<file path="src/rtl/aq_ifu_ibuf_ctrl_pkg.sv">
// Shared sizing constants and helpers for the IFU instruction-buffer sequencer.
// Imported by aq_ifu_ibuf_ctrl and aq_ifu_ibuf_ptr.
package aq_ifu_ibuf_ctrl_pkg;

    localparam int IBUF_ENTRY_NUM  = 8;
    localparam int IBUF_CNT_W      = 4;
    localparam int IBUF_CREATE_MAX = 3;
    localparam int IBUF_RETIRE_MAX = 2;
    localparam int IBUF_WARMUP_CYC = 2;

    // Retire count clamped to what is already resident at cycle start.
    function automatic logic [1:0] ibuf_ret_num(input logic [1:0] req,
                                                input logic       cnt_is0,
                                                input logic       cnt_is1);
        if (req == 2'd0 || cnt_is0)
            return 2'd0;
        else if (req == 2'd1 || cnt_is1)
            return 2'd1;
        else
            return 2'(IBUF_RETIRE_MAX);
    endfunction

endpackage

</file>
<file path="src/rtl/aq_ifu_ibuf_ptr.sv">
// One-hot rotating pointer: advances by 0..3 per cycle, returns to bit0 on clear.
// Also exposes the next two slots for multi-entry create/retire.
module aq_ifu_ibuf_ptr
    import aq_ifu_ibuf_ctrl_pkg::*;
#(
    parameter int ENTRY_NUM = IBUF_ENTRY_NUM
) (
    input  logic                 ibuf_cpuclk,
    input  logic                 cpurst_b,
    input  logic [1:0]           step,
    input  logic                 clear,
    output logic [ENTRY_NUM-1:0] ptr,
    output logic [ENTRY_NUM-1:0] ptr_p1,
    output logic [ENTRY_NUM-1:0] ptr_p2
);

    localparam logic [ENTRY_NUM-1:0] PTR_RST = ENTRY_NUM'(1);

    function automatic logic [ENTRY_NUM-1:0] rotl(input logic [ENTRY_NUM-1:0] v,
                                                  input logic [1:0]           n);
        logic [2*ENTRY_NUM-1:0] d;
        d = {v, v} << n;
        return d[2*ENTRY_NUM-1:ENTRY_NUM];
    endfunction

    always_ff @(posedge ibuf_cpuclk or negedge cpurst_b) begin
        if (!cpurst_b)
            ptr <= PTR_RST;
        else if (clear)
            ptr <= PTR_RST;
        else
            ptr <= rotl(ptr, step);
    end

    assign ptr_p1 = rotl(ptr, 2'd1);
    assign ptr_p2 = rotl(ptr, 2'd2);

endmodule

</file>
<file path="src/rtl/aq_ifu_ibuf_ctrl.sv">
// IFU instruction-buffer sequencer: pointers, occupancy, create/retire/flush strobes.
// Optional post-reset warm-up window is enabled by defining AQ_IFU_IBUF_WARMUP_EN.
module aq_ifu_ibuf_ctrl
    import aq_ifu_ibuf_ctrl_pkg::*;
#(
    parameter int ENTRY_NUM  = IBUF_ENTRY_NUM,
    parameter int CNT_W      = IBUF_CNT_W,
    parameter int WARMUP_CYC = IBUF_WARMUP_CYC
) (
    input  logic                 ibuf_cpuclk,
    input  logic                 cpurst_b,
    input  logic                 ifu_ibuf_create_vld,
    input  logic [1:0]           ifu_ibuf_create_num,
    input  logic [1:0]           idu_ibuf_retire_num,
    input  logic                 rtu_ifu_flush,
    output logic                 ibuf_ifu_stall,
    output logic [ENTRY_NUM-1:0] ibuf_entry_create0_en,
    output logic [ENTRY_NUM-1:0] ibuf_entry_create0_data_en,
    output logic [ENTRY_NUM-1:0] ibuf_entry_create1_en,
    output logic [ENTRY_NUM-1:0] ibuf_entry_create1_data_en,
    output logic [ENTRY_NUM-1:0] ibuf_entry_create2_en,
    output logic [ENTRY_NUM-1:0] ibuf_entry_create2_data_en,
    output logic [ENTRY_NUM-1:0] ibuf_entry_retire0_en,
    output logic [ENTRY_NUM-1:0] ibuf_entry_retire1_en,
    output logic                 ibuf_flush_en,
    output logic [ENTRY_NUM-1:0] ibuf_retire_ptr,
    output logic [CNT_W-1:0]     ibuf_cnt,
    output logic                 ibuf_empty,
    output logic                 ibuf_full,
    output logic                 vec_ibuf_warm_up
);

    logic                 warming;
    logic                 space_ok;
    logic                 create_ok;
    logic [1:0]           create_step;
    logic [1:0]           ret_num;
    logic                 retire_act;
    logic [CNT_W-1:0]     cnt_q;
    logic [CNT_W-1:0]     free;
    logic [ENTRY_NUM-1:0] create_ptr;
    logic [ENTRY_NUM-1:0] create_ptr_p1;
    logic [ENTRY_NUM-1:0] create_ptr_p2;
    logic [ENTRY_NUM-1:0] retire_ptr;
    logic [ENTRY_NUM-1:0] retire_ptr_p1;
    logic [ENTRY_NUM-1:0] retire_ptr_p2_unused;

`ifdef AQ_IFU_IBUF_WARMUP_EN
    localparam int WARM_W = $clog2(WARMUP_CYC + 1);
    logic [WARM_W-1:0] warm_cnt;

    // Loaded only by reset, so a flush never reopens the window.
    always_ff @(posedge ibuf_cpuclk or negedge cpurst_b) begin
        if (!cpurst_b)
            warm_cnt <= WARM_W'(WARMUP_CYC);
        else if (warm_cnt != '0)
            warm_cnt <= warm_cnt - 1'b1;
    end

    assign warming = (warm_cnt != '0);
`else
    localparam int WARMUP_CYC_unused = WARMUP_CYC;
    assign warming = 1'b0;
`endif

    assign vec_ibuf_warm_up = warming;

    // Space is judged on cycle-start occupancy: same-cycle retires never free a slot.
    assign free        = CNT_W'(ENTRY_NUM) - cnt_q;
    assign space_ok    = (CNT_W'(ifu_ibuf_create_num) <= free);
    assign create_ok   = ifu_ibuf_create_vld & space_ok & ~warming;
    assign create_step = create_ok ? ifu_ibuf_create_num : 2'd0;
    assign ibuf_ifu_stall = ifu_ibuf_create_vld & (ifu_ibuf_create_num != 2'd0) & ~create_ok;

    assign ret_num    = ibuf_ret_num(idu_ibuf_retire_num, cnt_q == '0, cnt_q == CNT_W'(1));
    assign retire_act = ~rtu_ifu_flush;

    // data_en ignores flush to keep flush off the entry data-enable path.
    assign ibuf_entry_create0_data_en = (create_ok && create_step >= 2'd1) ? create_ptr    : '0;
    assign ibuf_entry_create1_data_en = (create_ok && create_step >= 2'd2) ? create_ptr_p1 : '0;
    assign ibuf_entry_create2_data_en = (create_ok && create_step == 2'd3) ? create_ptr_p2 : '0;

    assign ibuf_entry_create0_en = ibuf_entry_create0_data_en & {ENTRY_NUM{~rtu_ifu_flush}};
    assign ibuf_entry_create1_en = ibuf_entry_create1_data_en & {ENTRY_NUM{~rtu_ifu_flush}};
    assign ibuf_entry_create2_en = ibuf_entry_create2_data_en & {ENTRY_NUM{~rtu_ifu_flush}};

    assign ibuf_entry_retire0_en = (retire_act && ret_num != 2'd0) ? retire_ptr    : '0;
    assign ibuf_entry_retire1_en = (retire_act && ret_num == 2'd2) ? retire_ptr_p1 : '0;

    assign ibuf_flush_en   = rtu_ifu_flush;
    assign ibuf_retire_ptr = retire_ptr;
    assign ibuf_cnt        = cnt_q;
    assign ibuf_empty      = (cnt_q == '0);
    assign ibuf_full       = (cnt_q == CNT_W'(ENTRY_NUM));

    always_ff @(posedge ibuf_cpuclk or negedge cpurst_b) begin
        if (!cpurst_b)
            cnt_q <= '0;
        else if (rtu_ifu_flush)
            cnt_q <= '0;
        else
            cnt_q <= cnt_q + CNT_W'(create_step) - CNT_W'(ret_num);
    end

    aq_ifu_ibuf_ptr #(.ENTRY_NUM(ENTRY_NUM)) u_create_ptr (
        .ibuf_cpuclk (ibuf_cpuclk),
        .cpurst_b    (cpurst_b),
        .step        (create_step),
        .clear       (rtu_ifu_flush),
        .ptr         (create_ptr),
        .ptr_p1      (create_ptr_p1),
        .ptr_p2      (create_ptr_p2)
    );

    aq_ifu_ibuf_ptr #(.ENTRY_NUM(ENTRY_NUM)) u_retire_ptr (
        .ibuf_cpuclk (ibuf_cpuclk),
        .cpurst_b    (cpurst_b),
        .step        (ret_num),
        .clear       (rtu_ifu_flush),
        .ptr         (retire_ptr),
        .ptr_p1      (retire_ptr_p1),
        .ptr_p2      (retire_ptr_p2_unused)
    );

endmodule
</file>
<file path="config.mk">
export PLATFORM = sky130hd
export DESIGN_NAME = aq_ifu_ibuf_ctrl
export DESIGN_NICKNAME = d
export VERILOG_FILES = /design/src/rtl/aq_ifu_ibuf_ctrl_pkg.sv /design/src/rtl/aq_ifu_ibuf_ptr.sv /design/src/rtl/aq_ifu_ibuf_ctrl.sv
export SDC_FILE = /design/constraint.sdc
export NUM_CORES = 1
export LEC_CHECK = 0
export ABC_AREA = 1
export CAP_MARGIN = 20
export CELL_PAD_IN_SITES_DETAIL_PLACEMENT = 0
export CELL_PAD_IN_SITES_GLOBAL_PLACEMENT = 1
export CORE_MARGIN = 2
export CORE_UTILIZATION = 30
export CTS_CLUSTER_SIZE = 24
export DETAILED_ROUTE_END_ITERATION = 16
export PLACE_DENSITY = 0.87
export SYNTH_ARGS = -nofsm -noshare
export SYNTH_HDL_FRONTEND = slang
export SYNTH_SLANG_ARGS = --single-unit
</file>
<file path="constraint.sdc">
create_clock -name ibuf_cpuclk -period 8.71 [get_ports ibuf_cpuclk]
set_input_delay 1.742 -clock ibuf_cpuclk [delete_from_list [all_inputs] [get_ports ibuf_cpuclk]]
set_output_delay 1.742 -clock ibuf_cpuclk [all_outputs]
set_load 0.005 [all_outputs]
</file>
==> key figures, run 1 <==
Outcome
  – Status: complete, no violations

Worst setup path
  – Crit path kind: input port to primary output
  – Flop2flop setup slack: approximately 5100 ps
  – Worst path most repeated cell: clkdlybuf4s50_1
  – Reg2Reg Depth: 15
  – CP max stage delay: just under 700 ps
  – Worst setup path start: ifu_ibuf_create_num[0]
  – WP data arrival: between 4000 and 5000 ps
  – FF-to-FF End: ibuf_cnt[3]
  – Slowest cell on crit path: clkdlybuf4s50_1
  – Worst setup EP type: primary output
  – Worst Setup EP: ibuf_entry_create0_en[2]
  – Startpoint types: input port
  – CP required: 6970 ps
  – Worst-path fanout max: 20
  – CP Cell Sequence: clkdlybuf4s50_1, inv_1, ha_1, nand2_1, nand3_2, nor2_2, nand2_2, nand3_4, inv_6, nor2_8, nor3_1, clkdlybuf4s50_1
  – FF-to-FF Start: ibuf_cnt[1]

Placement
  – Routability cong.: between 0.8 and 0.9
  – DP Wirelength: between 3000 and 4000 µm
  – IO Port Bufs: 87

Route
  – DRC: 0
  – Iteration-0 DRC Markers: between 50 and 60
  – Wirelength, routed: approximately 5200 µm
  – Routed Antenna Nets: 0
  – WL met2: ~2400 µm
  – WL met1: 2290 µm
  – TritonRoute pass-1 iters: 4
  – Met3 Wirelength: a little under 400 µm
  – Top Layer Used: met4
  – Vias per cell: 4.69
  – Vias: 1912
  – DR WL/cell: 12.8 µm

STA
  – Slew HR: about two fifths
  – Fin Clk Skew: between 3 and 4 ps
  – Fin Setup TNS: 0 ps
  – Least-Margin Pin Slew: slightly above 900 ps
  – Tmin final: 6180 ps
  – RSZ-0062 raised after global routing: no
  – Maximum clock rate: around 160 MHz
  – Final Slew Violations: 0
  – Tcrit/Tclk final: 70.9%
  – Setup Viol. Count Final: 0
  – Final hold violation count: 0

Synthesis
  – Synth Flop Type: dfrtp_1
  – Count leader, synth: nor2_1
  – Seq cells post-synth: 20
  – Sequential share of the synthesized area: 27.6%
  – Mapped cell area: between 0.0015 and 0.002 mm²
  – Synth cell types: 36
  – Top post-synthesis cells by count: 49 x nor2_1, 33 x nand2_1, 32 x inv_1
  – Synth area leaders: dfrtp_1 25%, nor2_1 10%, ha_1 6.9%, nand2_1 6.8%, inv_1 6.6%
  – FFs w/ async S/R, synth: 100%
  – Syn. warnings: 0
  – Post-Syn Area per Cell: between 7 and 8 µm²
  – Mapped Nets: approximately 280
  – Cells after synthesis: between 200 and 300
  – Number of synthesized flops with an enable pin: 0
  – Synth top area share: roughly 25%
  – Synth area leader: dfrtp_1

GRT
  – First-pass GRT wire length: ~8600 µm
  – Total track usage: approximately 16%
  – Number of global-route vias before repair: between 1500 and 2000
  – Initial antenna violation count: 0
  – Largest net degree at the start of global routing: 30
  – GRT overflow: 0

Clocking
  – Clock slew at reported path FFs: approximately 70 ps
  – Post-CTS resize count: 0
  – Root buffer cell: clkbuf_8
  – TritonCTS clock tree: yes
  – CTS Sinks: 20
  – H-tree depth: 1
  – # hold bufs at CTS: 0
  – Post-CTS Setup Bufs: 0
  – Buffer depth of the longest clock path: 2
  – Total CTS buffers: 3
  – Worst-Skew Late Latency: 250 ps

Hold path
  – Hold Path Class: register to register

Floorplanning
  – IO Pins: approximately 90
  – Die ar.: 0.00671 mm²
  – Core ar.: just under 0.006 mm²
  – Die Ht: slightly above 80 µm
  – Initial Util: 30.9%
  – Die Wd: about 80 µm
  – Standard-cell rows: 28

Pwr
  – Int Pwr: 0.373 mW
  – Pwr Total: slightly below 0.7 mW
  – Sequential Power Share: between 20% and 30%
  – Sw power: 0.310 mW
  – Clock power frac: 8.9%
  – Comb power frac: between 60% and 70%
  – Switching Share: a little under half
  – Leakage: roughly 1.2 nW
  – PD cells: roughly 250 mW/mm²
  – Peak VDD IR: approximately 140 µV

Run
  – Max Cap Violations: 0

Finish
  – # nets final: between 300 and 400
  – Diode count: 0
  – Share of layout cells above drive strength 1: 11.7%
  – Fillers: between 600 and 700
  – Synth-to-Final Area Change: 49.4%
metrics by stage:
stage	cells	hold WS [ps]	setup WS (ps)	area (µm²)	utilization (%)
floorplan	256	537	3770	1820	-
global placement	405	557	2640	2680	45.5
detailed placement	405	578	2530	2680	45.5
CTS	408	585	2510	2720	46.2
global route	408	606	2250	2720	46.2
finish	408	581	2530	2720	46.2
per-layer routing:
metal	global-route usage [%]	vias to the layer above
li1	-	975
met1	19.7	863
met2	28.3	68
met3	3.30	6
met4	5.17	0
met5	0	-
flip-flops by register name (all words and copies together), names as in the netlist:
signal	flops
ibuf_cnt	4
u_retire_ptr.ptr	8
u_create_ptr.ptr	8
worst min path at each step:
| stage | from | end | slack, ps | cells after the start |
|---|---|---|---|---|
| 2_1_floorplan | u_retire_ptr.ptr[0] | u_retire_ptr.ptr[0] | 540 | 2 |
| 3_5_place_dp | u_retire_ptr.ptr[0] | u_retire_ptr.ptr[0] | 580 | 2 |
| 6_report | u_retire_ptr.ptr[0] | u_retire_ptr.ptr[0] | 580 | 2 |
| 3_3_place_gp | u_retire_ptr.ptr[0] | u_retire_ptr.ptr[0] | 560 | 2 |
| 4_1_cts | u_retire_ptr.ptr[0] | u_retire_ptr.ptr[0] | 590 | 2 |
| 5_1_grt | u_retire_ptr.ptr[0] | u_retire_ptr.ptr[0] | 610 | 2 |
final cells by class:
class | instances | area (µm²) | area share (%)
repair buffers | 88 | 878 | 32.3
inverters | 38 | 150 | 5.52
well taps | 75 | 93.8 | 3.45
multi-input cells | 184 | 1050 | 38.7
flip-flops and latches | 20 | 503 | 18.5
clock buffers | 3 | 41.3 | 1.52
layout by cell type, fill, tap and decap left out, drive strengths merged:
master	n
a21o	1
a21oi	8
buf	1
clkbuf	3
clkdlybuf4s50	87
clkinv	2
conb	1
dfrtp	18
dfstp	2
fa	2
ha	10
inv	36
nand2	39
nand3	12
nand4	8
nor2	62
nor3	24
o21ai	6
o221ai	5
o22ai	4
or2	1
xnor2	1
worst max-delay path: cells and delay by family:
| family | cells | cell delay (ps) |
|---|---|---|
| fa+ha+maj | 1 | 290 |
| buf+inv | 4 | 1540 |
| simple gates | 7 | 860 |
power groups by stage:
| stage | logic [mW] | registers, mW | clock network (mW) |
|---|---|---|---|
| 4_1_cts | 0.462 | 0.167 | 0.0633 |
| 5_1_grt | 0.519 | 0.172 | 0.0663 |
| 6_report | 0.455 | 0.167 | 0.0607 |
| 3_3_place_gp | 0.451 | 0.169 | 0 |
| 2_1_floorplan | 0.300 | 0.159 | 0 |
| 3_5_place_dp | 0.459 | 0.168 | 0 |
kinds of logic after synthesis:
family,count (synthesis),synth area share [%]
buffers and inverters,52,14.5
flip-flops,20,27.6
XOR/XNOR,1,0.481
AO/OA/AOI/OAI,24,8.04
AND/OR/NAND/NOR,146,40.1
other,1,0.206
adder cells (fa/ha/maj),12,9.07
No activity file was read; power rests on OpenSTA's default activity.
==> run 2: changes to the inputs <==
--- a/config.mk
+++ b/config.mk
@@ -10,10 +10,10 @@
 export CELL_PAD_IN_SITES_DETAIL_PLACEMENT = 0
 export CELL_PAD_IN_SITES_GLOBAL_PLACEMENT = 1
 export CORE_MARGIN = 2
-export CORE_UTILIZATION = 30
+export CORE_UTILIZATION = 25
 export CTS_CLUSTER_SIZE = 24
 export DETAILED_ROUTE_END_ITERATION = 16
-export PLACE_DENSITY = 0.87
+export PLACE_DENSITY = 0.77
 export SYNTH_ARGS = -nofsm -noshare
 export SYNTH_HDL_FRONTEND = slang
 export SYNTH_SLANG_ARGS = --single-unit
==> constraint.sdc (replaced) <==
create_clock -name ibuf_cpuclk -period 5.3 [get_ports ibuf_cpuclk]
set_input_delay 1.06 -clock ibuf_cpuclk [delete_from_list [all_inputs] [get_ports ibuf_cpuclk]]
set_output_delay 1.06 -clock ibuf_cpuclk [all_outputs]
set_load 0.005 [all_outputs]
==> key figures, run 2 (synthesis results as in run 1) <==
Outcome
  – Status: complete, no violations

Worst setup path
  – Reg2Reg Depth: 15 (unchanged)
  – Worst path most repeated cell: clkdlybuf4s50_1
  – Crit path kind: input port to primary output
  – CP required: 4240 ps (-2730 ps)
  – Flop2flop setup slack: 1760 ps (-3380 ps)
  – Startpoint types: input port
  – CP Cell Sequence: clkdlybuf4s50_1, buf_4, inv_1, ha_1, nand2_1, nand3_2, nor2_2, nand2_2, nand3_4, inv_6, nor2_8, nor3_1, clkdlybuf4s50_1
  – WP data arrival: 3650 ps (-790 ps)
  – Slowest cell on crit path: clkdlybuf4s50_1
  – CP max stage delay: 520 ps (-160 ps)
  – Worst setup EP type: primary output
  – Worst-path fanout max: 20 (unchanged)

STA
  – Tmin final: between 4000 and 5000 ps
  – Tcrit/Tclk final: ~89%
  – Final hold violation count: 0 (unchanged)
  – Fin Clk Skew: 3.91 ps (+0.475 ps)
  – Final Slew Violations: 0 (unchanged)
  – Slew HR: 38.7% (+0.27 points)
  – Least-Margin Pin Slew: 917 ps (-4.11 ps)
  – Fin Setup TNS: 0 ps (unchanged)
  – RSZ-0062 raised after global routing: no
  – Setup Viol. Count Final: 0 (unchanged)
  – Maximum clock rate: between 200 and 250 MHz

Floorplanning
  – Standard-cell rows: 31 (+11%)
  – Die Ht: 89.3 µm (+9.1%)
  – Core ar.: 0.00714 mm² (+21%)
  – Die ar.: 0.00798 mm² (+19%)
  – Initial Util: 25.5% (-5.4 points)
  – Die Wd: 89.3 µm (+9.1%)
  – IO Pins: 89 (unchanged)

Clocking
  – H-tree depth: 1 (unchanged)
  – Root buffer cell: clkbuf_8
  – Buffer depth of the longest clock path: 2 (unchanged)
  – Post-CTS resize count: 0 (unchanged)
  – Worst-Skew Late Latency: 250 ps (about the same)
  – TritonCTS clock tree: yes
  – Clock slew at reported path FFs: 80 ps (about the same)
  – Post-CTS Setup Bufs: 0 (unchanged)
  – CTS Sinks: 20 (unchanged)
  – Total CTS buffers: 3 (unchanged)
  – # hold bufs at CTS: 0 (unchanged)

GRT
  – Largest net degree at the start of global routing: 29 (-3.3%)
  – GRT overflow: 0 (unchanged)
  – Number of global-route vias before repair: 1917 (+1.8%)
  – Total track usage: 13.9% (-2.2 points)
  – First-pass GRT wire length: 8940 µm (+4.3%)
  – Initial antenna violation count: 0 (unchanged)

Pwr
  – Clock power frac: 10.1% (+1.2 points)
  – Leakage: 1.17 nW (+1.0%)
  – Switching Share: 44.8% (-0.53 points)
  – Sequential Power Share: 23.9% (-0.5 points)
  – Int Pwr: 0.628 mW (+69%)
  – Comb power frac: 66.0% (-0.7 points)
  – PD cells: 411 mW/mm² (+64%)
  – Sw power: 0.511 mW (+65%)
  – Peak VDD IR: 167 µV (+22%)

Route
  – Vias: 1966 (+2.8%)
  – Wirelength, routed: 5430 µm (+4.3%)
  – TritonRoute pass-1 iters: 4 (unchanged)
  – Iteration-0 DRC Markers: 84 (+56%)
  – DRC: 0 (unchanged)
  – Vias per cell: 4.53 (-3.3%)
  – Routed Antenna Nets: 0 (unchanged)
  – DR WL/cell: 12.5 µm (-1.9%)

Finish
  – Commonest non-fill, non-tap cell in the layout: clkdlybuf4s50_1
  – # nets final: 356 (+0.28%)
  – FF/Latch Area: 503 µm² (unchanged)
  – Synth-to-Final Area Change: 52.2%
  – Final cell count without fillers: 434 (+6.4%)
  – Share of layout cells above drive strength 1: 12.2% (+0.53 points)
  – Area of the multi-input gates: 0.00105 mm² (unchanged)
  – Fillers: 775 (+26%)
  – Diode count: 0 (unchanged)
  – Most frequent cells in the layout: 87 x clkdlybuf4s50_1, 49 x nor2_1, 33 x nand2_1

Placement
  – Cell total after placement: 430 (+6.2%)
  – Routability cong.: 0.839 (+1.0%)
  – IO Port Bufs: 87 (unchanged)
  – DP Wirelength: 4210 µm (+5.3%)

Hold path
  – Hold Path Class: register to register
  – Hold depth: 2 (unchanged)

Run
  – Max Cap Violations: 0 (unchanged)
-- run 2: worst max-delay path, delay by kind of cell --
family,cells,cell delay [ps]
buffers and inverters,5,1450
and+or+nand+nor,7,870
adders and majority gates,1,270
-- run 2: power groups by stage --
stage | clock network (mW) | registers (mW) | logic [mW]
2_1_floorplan | 0 | 0.262 | 0.494
3_3_place_gp | 0 | 0.276 | 0.752
3_5_place_dp | 0 | 0.276 | 0.755
4_1_cts | 0.120 | 0.273 | 0.763
5_1_grt | 0.131 | 0.282 | 0.860
6_report | 0.115 | 0.272 | 0.752
-- run 2: cell type report --
class	count	area share (%)
clock buffer	4	1.99
inverter	38	5.42
multi-input combinational	184	38.0
sequential	20	18.1
tap	99	4.47
timing repair buffer	89	32.0
-- run 2: final timing paths --
check                                  startpoint                       end
max                        ifu_ibuf_create_num[0]  ibuf_entry_create0_en[7]
min                           u_retire_ptr.ptr[0]       u_retire_ptr.ptr[0]
max reg2reg                           ibuf_cnt[0]               ibuf_cnt[3]
min reg2reg                   u_retire_ptr.ptr[0]       u_retire_ptr.ptr[0]
max in group asynchronous                cpurst_b               ibuf_cnt[1]
min in group asynchronous                cpurst_b       u_retire_ptr.ptr[3]
-- run 2: routing by layer --
metal	track usage, %	up-vias	share of wire [%]
met4	3.26	0	0.74
met3	2.86	4	9.3
met2	23.8	89	45
li1	-	975	-
met1	18.0	898	45
met5	0	-	0
-- run 2: metrics by stage --
stage	total power [mW]	util [%]	worst slack, ps	area [µm²]	hold slack, ps
detailed placement	1.03	38.1	590	2720	551
finish	1.14	38.8	590	2770	571
CTS	1.16	38.8	578	2770	571
floorplan	0.755	-	1610	1820	537
global placement	1.03	38.1	674	2720	552
global route	1.27	38.8	352	2770	606
